[src/rtl/simple_fifo_wr_arbiter_if.sv]
// simple_fifo_wr_arbiter_if
//   Bundles the requester-side valid/ack/data signals and the FIFO write-port
//   pins shared by one simple_fifo_wr_arbiter instance.
//   Ports (signals):
//     req       [NREQ]        requester i holds a valid word
//     din       [NREQ*WIDTH]  requester i's word on [i*WIDTH +: WIDTH]
//     ack       [NREQ]        one-hot/zero, requester i's word written this cycle
//     fifo_we                 FIFO write enable
//     fifo_din  [WIDTH]       FIFO write data
//     fifo_full               FIFO full flag
//   Modports: master = arbiter, slave = requesters + FIFO environment.
interface simple_fifo_wr_arbiter_if #(
    parameter int WIDTH = 128,
    parameter int NREQ  = 4
);
    logic [NREQ-1:0]       req;
    logic [NREQ*WIDTH-1:0] din;
    logic [NREQ-1:0]       ack;
    logic                  fifo_we;
    logic [WIDTH-1:0]      fifo_din;
    logic                  fifo_full;

    modport master (
        input  req, din, fifo_full,
        output ack, fifo_we, fifo_din
    );

    modport slave (
        output req, din, fifo_full,
        input  ack, fifo_we, fifo_din
    );
endinterface

[src/rtl/simple_fifo_wr_arbiter.sv]
// simple_fifo_wr_arbiter
//   Round-robin arbiter sharing one FIFO write port among NREQ requesters.
//   A granted requester owns the port for up to BURST words, then the port
//   is released and re-arbitrated starting after the released owner.
//   Ports:
//     clk    in   single clock, rising edge
//     reset  in   synchronous, active-high
//     bus    if   master modport: req/din/ack and fifo_we/fifo_din/fifo_full
//     busy   out  registered, high while a requester owns the port
//     owner  out  registered, index of current or last granted requester
module simple_fifo_wr_arbiter #(
    parameter int WIDTH = 128,
    parameter int NREQ  = 4,
    parameter int BURST = 4,
    localparam int OW   = $clog2(NREQ),
    localparam int CW   = $clog2(BURST) + 1
) (
    input  logic                      clk,
    input  logic                      reset,
    simple_fifo_wr_arbiter_if.master  bus,
    output logic                      busy,
    output logic [OW-1:0]             owner
);

    typedef enum logic {IDLE, OWN} state_t;

    state_t        state_q, state_d;
    logic [OW-1:0] owner_q, owner_d;
    logic [OW-1:0] ptr_q,   ptr_d;
    logic [CW-1:0] cnt_q,   cnt_d;

    logic [OW-1:0] sel;
    logic          sel_vld;
    logic          own_req;
    logic          we;

    // (a + k) mod NREQ for k in 0..NREQ-1; avoids relying on power-of-two wrap.
    function automatic logic [OW-1:0] wrap_add(input logic [OW-1:0] a, input int k);
        int s;
        s = int'(a) + k;
        if (s >= NREQ) s = s - NREQ;
        return OW'(s);
    endfunction

    // First requester found scanning upward from ptr_q, wrapping.
    always_comb begin
        sel     = '0;
        sel_vld = 1'b0;
        for (int k = 0; k < NREQ; k++) begin
            if (!sel_vld && bus.req[wrap_add(ptr_q, k)]) begin
                sel_vld = 1'b1;
                sel     = wrap_add(ptr_q, k);
            end
        end
    end

    // Reset gates the write so a mid-burst reset cycle never writes.
    always_comb begin
        own_req      = bus.req[owner_q];
        we           = (state_q == OWN) && own_req && !bus.fifo_full && !reset;
        bus.fifo_we  = we;
        bus.ack      = '0;
        if (we) bus.ack[owner_q] = 1'b1;
        bus.fifo_din = '0;
        if (state_q == OWN) bus.fifo_din = bus.din[int'(owner_q)*WIDTH +: WIDTH];
    end

    always_comb begin
        state_d = state_q;
        owner_d = owner_q;
        ptr_d   = ptr_q;
        cnt_d   = cnt_q;
        case (state_q)
            IDLE: begin
                if (sel_vld) begin
                    state_d = OWN;
                    owner_d = sel;
                    cnt_d   = '0;
                end
            end
            OWN: begin
                if (!own_req) begin
                    state_d = IDLE;
                    ptr_d   = wrap_add(owner_q, 1);
                end else if (we) begin
                    if (cnt_q == CW'(BURST - 1)) begin
                        state_d = IDLE;
                        ptr_d   = wrap_add(owner_q, 1);
                    end else begin
                        cnt_d = cnt_q + 1'b1;
                    end
                end
                // fifo_full with req held: everything holds (stall).
            end
            default: state_d = IDLE;
        endcase
    end

    always_ff @(posedge clk) begin
        if (reset) begin
            state_q <= IDLE;
            owner_q <= '0;
            ptr_q   <= '0;
            cnt_q   <= '0;
        end else begin
            state_q <= state_d;
            owner_q <= owner_d;
            ptr_q   <= ptr_d;
            cnt_q   <= cnt_d;
        end
    end

    assign busy  = (state_q == OWN);
    assign owner = owner_q;

endmodule

[src/flat_wrapper.sv]
// flat-port wrapper written by rule: the top's interface ports become plain ports
module simple_fifo_wr_arbiter_flat 
#(
    parameter int WIDTH = 128,
    parameter int NREQ  = 4,
    parameter int BURST = 4,
    localparam int OW   = $clog2(NREQ),
    localparam int CW   = $clog2(BURST) + 1
)
  (clk, reset, busy, owner, bus_req, bus_din, bus_fifo_full, bus_ack, bus_fifo_we, bus_fifo_din);
  simple_fifo_wr_arbiter_if #(.WIDTH(WIDTH), .NREQ(NREQ)) bus_i ();
  input  logic clk;
  input  logic reset;
  output logic busy;
  output logic [OW-1:0] owner;
  input wire logic [$bits(bus_i.req)-1:0] bus_req;
  input wire logic [$bits(bus_i.din)-1:0] bus_din;
  input wire logic [$bits(bus_i.fifo_full)-1:0] bus_fifo_full;
  output wire logic [$bits(bus_i.ack)-1:0] bus_ack;
  output wire logic [$bits(bus_i.fifo_we)-1:0] bus_fifo_we;
  output wire logic [$bits(bus_i.fifo_din)-1:0] bus_fifo_din;
  assign bus_i.req = bus_req;
  assign bus_i.din = bus_din;
  assign bus_i.fifo_full = bus_fifo_full;
  assign bus_ack = bus_i.ack;
  assign bus_fifo_we = bus_i.fifo_we;
  assign bus_fifo_din = bus_i.fifo_din;
  simple_fifo_wr_arbiter #(.WIDTH(WIDTH), .NREQ(NREQ), .BURST(BURST)) u_core (.clk(clk), .reset(reset), .bus(bus_i), .busy(busy), .owner(owner));
endmodule
[config.mk]
export PLATFORM = sky130hd
export DESIGN_NAME = simple_fifo_wr_arbiter_flat
export DESIGN_NICKNAME = d
export VERILOG_FILES = /design/src/rtl/simple_fifo_wr_arbiter_if.sv /design/src/rtl/simple_fifo_wr_arbiter.sv /design/src/flat_wrapper.sv
export SDC_FILE = /design/constraint.sdc
export NUM_CORES = 1
export LEC_CHECK = 0
export CORE_AREA = 2 2 258 260
export CTS_BUF_LIST = sky130_fd_sc_hd__clkbuf_8
export DETAILED_ROUTE_END_ITERATION = 6
export DIE_AREA = 0 0 260 262
export DONT_BUFFER_PORTS = 1
export HOLD_SLACK_MARGIN = 0.12
export PLACE_DENSITY = 0.3
export SLEW_MARGIN = 0
export SYNTH_ARGS = -nofsm -noshare
export SYNTH_HDL_FRONTEND = slang
export SYNTH_SLANG_ARGS = --single-unit
[constraint.sdc]
create_clock -name clk -period 2.4 [get_ports clk]
set_clock_uncertainty 0.2 [all_clocks]
set_input_delay 0.72 -clock clk [delete_from_list [all_inputs] [get_ports clk]]
set_output_delay 0.72 -clock clk [all_outputs]
set_load 0.02 [all_outputs]
Yosys cells after proc, flatten, opt, wreduce, memory -nomap -nowiden:

Cells that the tools add are included.

* bits in registers: 8
* output and inout bits: 136
* logic and storage cells: 89
* bits of input ports: 519

* reductions and logical operators: 15
* add/subtract/negate cells: 10
* muxes and demuxes: 40
* bitwise operators: 1
* equal/unequal tests: 7
* shifts and indexed selects: 1
* $lt $le $gt $ge: 11

Operators with widths (number)
* 512-bit by 10-bit indexed part select with 128-bit output: 1
* 128-bit 2-to-1 mux: 1
* 2-bit 2-to-1 mux: 12
* 2-bit by 3-bit < comparator with 1-bit output (second input constant): 5
* 1-bit 2-to-1 mux: 14
* 3-bit >= comparator (second input constant): 4
* 3-bit 2-to-1 mux: 4
* 1-bit binary-select mux with 2-bit select: 5
* 2-bit inequality test (second input constant): 5
* 2-bit by 1-bit subtractor with 2-bit output (second input constant): 5
* 1-bit logical AND: 7
* 2-bit by 1-bit adder with 3-bit output (second input constant): 2
* 2-bit by 2-bit adder with 3-bit output (second input constant): 2
* 3-bit case mux with 2 select lines: 1
* 1-bit zero test: 5
* 4-bit 2-to-1 mux: 1
* 4-bit AND reduction: 1
* 3-bit by 1-bit adder with 3-bit output (second input constant): 1
* 3-bit by 2-bit == test with 1-bit output (second input constant): 1
* 2-bit by 3-bit >= comparator with 1-bit output (second input constant): 1
* 3-bit AND reduction: 1
* 1-bit demux with 2-bit select: 1
* 2-bit by 1-bit >= comparator with 1-bit output (second input constant): 1
* 2-bit by 1-bit inequality test with 1-bit output (second input constant): 1
* other kinds (3): 3

Logic depth before layout (Yosys ltp):

* depth in word-level cells: 16
* mapped depth: 7
* gate-level depth less buffers: 6

Worst setup path before layout:

Ideal clock, no wire load.

* kind: flip-flop to output port
* start point: register u_core.owner_q[0], in the netlist u_core.owner[0]
* end point: output port bus_fifo_din[100]
* stages on the path, launching flop included: 6
* data arrival time: 1.850 ns
* buffers on the path: 3
* data required time: 1.480 ns
* slack: -0.370 ns
* cells stage by stage: dfxtp_1 > buf_2 > buf_2 > buf_2 > mux4_2 > and2_1

* longest elaborated chain between the ends: 2

RTL lines
* from (decl): RTL line simple_fifo_wr_arbiter.sv:28 `logic [OW-1:0] owner_q, owner_d;`
* from (signal assigned): RTL line simple_fifo_wr_arbiter.sv:107 `owner_q <= owner_d;`
* 512-bit by 10-bit indexed part select with 128-bit output: RTL line simple_fifo_wr_arbiter.sv:65 `if (state_q == OWN) bus.fifo_din = bus.din[int'(owner_q)*WIDTH +: WIDTH];`
* 128-bit 2-to-1 mux: RTL line simple_fifo_wr_arbiter.sv:65
* to (decl): RTL line flat_wrapper.sv:21 `output wire logic [$bits(bus_i.fifo_din)-1:0] bus_fifo_din;`

No other way between the ends.

Final worst setup path:

* start point: register u_core.owner_q[0], in the netlist u_core.owner[0]
* end point: output port bus_fifo_din[2]

Same word-level chain as after synthesis.

==> results by group <==
Placed design
  • HPWL Detailed: 26900 µm
  • PortBufs: 0
  • Placer Congestion: 0.930

Synthesis
  • Post-Syn Nets: slightly below 900
  • EDFF count, synth: 0
  • Async SR Flop Fraction: 0
  • Syn Std Cell Area: ~4400 µm²
  • Syn_area_per_cell: 12.3 µm²
  • Ys Warns: 0
  • Sequential share of the synthesized area: 0.0362
  • Main synth FF type: dfxtp_1
  • #FFs+latches synth: 8
  • Yosys cell types: 30
  • Post-Syn Instances: 359

Cells and area
  • Final Util: 0.100
  • Final #Nets: about 900
  • Number of fill cells in the layout: 7611
  • Share of layout cells above drive strength 1: 0.744
  • Layout area overhead: 47.5%

Global route
  • Antenna violations before repair: 30
  • GRT overflow: 0
  • Vias in the first global route: 4404
  • GRT Resource Usage Total: 0.0821
  • First-pass GRT wire length: 37600 µm
  • Largest net degree at the start of global routing: 74

Power and ir drop
  • Power density cells: roughly 300 nW/µm²
  • Final Power: 1.96 mW
  • Leakage: 1.87 nW
  • Worst VDD drop: 0.000113 V

Floorplan
  • Die area: 68100 µm²
  • Num ports: approximately 660
  • Die Ht: 262 µm
  • Core Area: 65300 µm²
  • Die width: ~260 µm
  • Initial core utilization: 0.0678
  • Core Rows: 94

Critical path
  • Crit-path cells: buf_4, bufbuf_16, mux4_2, and2_1
  • Worst path required time: about 1500 ps
  • CP max FO: 9
  • Setup CP Type: reg -> out
  • WP data arrival: 1850 ps
  • Slowest CP cell: mux4_2
  • Critical path startpoint category: register
  • WP buf/inv: 2
  • Worst setup EP type: output port
  • Worst path top cell family by delay: buffers and inverters
  • Worst path max stage delay: between 400 and 500 ps

Detailed routing
  • Drt pass-1 iters: 4
  • Number of vias per cell: between 3 and 4
  • Highest metal used: met5
  • Met2 WL: between 15000 and 20000 µm
  • DRC: 0
  • DRT met1 WL: between 10000 and 15000 µm
  • WL final: between 30000 and 40000 µm
  • Met3 wire length: 4080 µm
  • DRT iter0 DRCs: between 150 and 200
  • Antenna Nets Post-Route: 0
  • Routed via count: roughly 4000
  • WL/cell: 26.0 µm

STA
  • Final hold vios: 0
  • RSZ-0062 raised after global routing: yes
  • Final period util: 1.15
  • Setup violations, final: 133
  • Count of pins over their slew limit: 0
  • Slew of the pin with the lowest slew margin: 458 ps
  • Final setup margin: -370 ps
  • Rel. slew slack: 0.695
  • Max Fclk: 361 MHz
  • Final min period: 2770 ps

Status
  • Failing checks: setup timing
  • Status: complete, but fails checks

CTS
  • Clock slew at reported path FFs: 50 ps
  • Clk sinks: 8
  • Skew-Pair Late Insertion Delay: 230 ps
  • Max clock buf depth: 2
  • Hold buffers post-CTS: 0
  • Htree depth: 1
  • Clock root cell: clkbuf_8
  • Cts bufs inserted: 3
  • TritonCTS clock tree: done

Worst hold path
  • Hold Crit Class: reg -> reg

Job
  • Max_cap viols: 0
cell usage after synthesis (2+ instances only):
cell,instances,area share
a21oi_1,4,0.0045
and2_1,132,0.19
buf_1,4,0.0034
buf_2,16,0.018
clkbuf_1,25,0.021
dfxtp_1,8,0.036
ha_1,6,0.017
inv_1,6,0.0051
mux2i_1,4,0.0090
mux4_2,129,0.66
nand2_1,3,0.0025
nor2_1,3,0.0025
nor2b_1,2,0.0028
where the power goes:
part / internal (mW) / switching, mW / total (mW)
clock network: 0.111 / 0.0583 / 0.170
registers: 0.140 / 0.0111 / 0.152
logic: 0.836 / 0.799 / 1.64
total: 1.09 / 0.869 / 1.96
timing repair:
item,4_1_cts,5_1_grt
setup buffers,14,9
endpoints found under the setup margin,133,135
gates resized for setup,116,60
pin swaps,2,2
gates cloned,9,3
state kept, by name (all words and copies together), names as in the netlist:
| signal | cells |
|---|---|
| u_core.busy | 1 |
| u_core.cnt_q | 3 |
| u_core.owner | 2 |
| u_core.ptr_q | 2 |
stage by stage:
stage / instances / hold WS (ps) / setup slack (ps) / setup TNS, ps / area (µm²)
after floorplan: 359 / 244 / -174 / -17980 / 4550
after global placement: 1201 / 272 / -291 / -18240 / 5650
after detailed placement: 1201 / 277 / -295 / -18670 / 5650
after CTS: 1227 / 283 / -421 / -42100 / 6270
after global routing: 1252 / 329 / -452 / -46530 / 6520
final: 1254 / 272 / -370 / -38310 / 6530
layer usage:
metal	track usage	vias to the layer above
met5	0	-
met4	0.0345	14
met3	0.0319	72
met2	0.148	462
met1	0.0845	1928
li1	-	1504
cell usage in the layout (no fill, tap or decap), drive strengths merged, types with 2 or more instances in the layout:
master  netlist  layout
clkbuf       25       5
nand2         3       3
ha            6       6
nor2          3       3
bufbuf        0       2
nor2b         3       3
and2        132     132
mux4        129     129
inv           6       7
diode         0      15
buf          20      53
mux2i         4       4
a21oi         4       4
dfxtp         8       8
logic make-up (layout without fill, tap and decap cells):
group | Yosys count | count (layout) | synth area share
AOI/OAI and AO/OA | 10 | 10 | 0.0161
adders and majority gates | 6 | 6 | 0.0170
buffers and inverters | 51 | 67 | 0.0478
DFF | 8 | 8 | 0.0362
muxes | 134 | 134 | 0.669
other | 0 | 15 | 0
and+or+nand+nor | 150 | 150 | 0.214
layout make-up:
type | instances | area, µm² | area share
repair buffers | 57 | 910 | 0.139
inverters | 6 | 22.5 | 0.00345
flip-flops and latches | 8 | 171 | 0.0263
diodes | 15 | 37.5 | 0.00575
clock inverters | 1 | 3.75 | 0.000575
clock buffers | 3 | 41.3 | 0.00633
multi-input cells | 300 | 4260 | 0.653
well taps | 864 | 1080 | 0.166
worst paths after layout:
path | cells after the start | slack [ps] | endpoint | startpoint
min reg2reg | 1 | 270 | u_core.cnt_q[0] | u_core.cnt_q[0]
max reg2reg | 7 | 110 | u_core.cnt_q[1] | u_core.owner[0]
max | 4 | -370 | bus_fifo_din[2] | u_core.owner[0]
min | 1 | 270 | u_core.cnt_q[0] | u_core.cnt_q[0]
(Power assumes the default switching activity.)
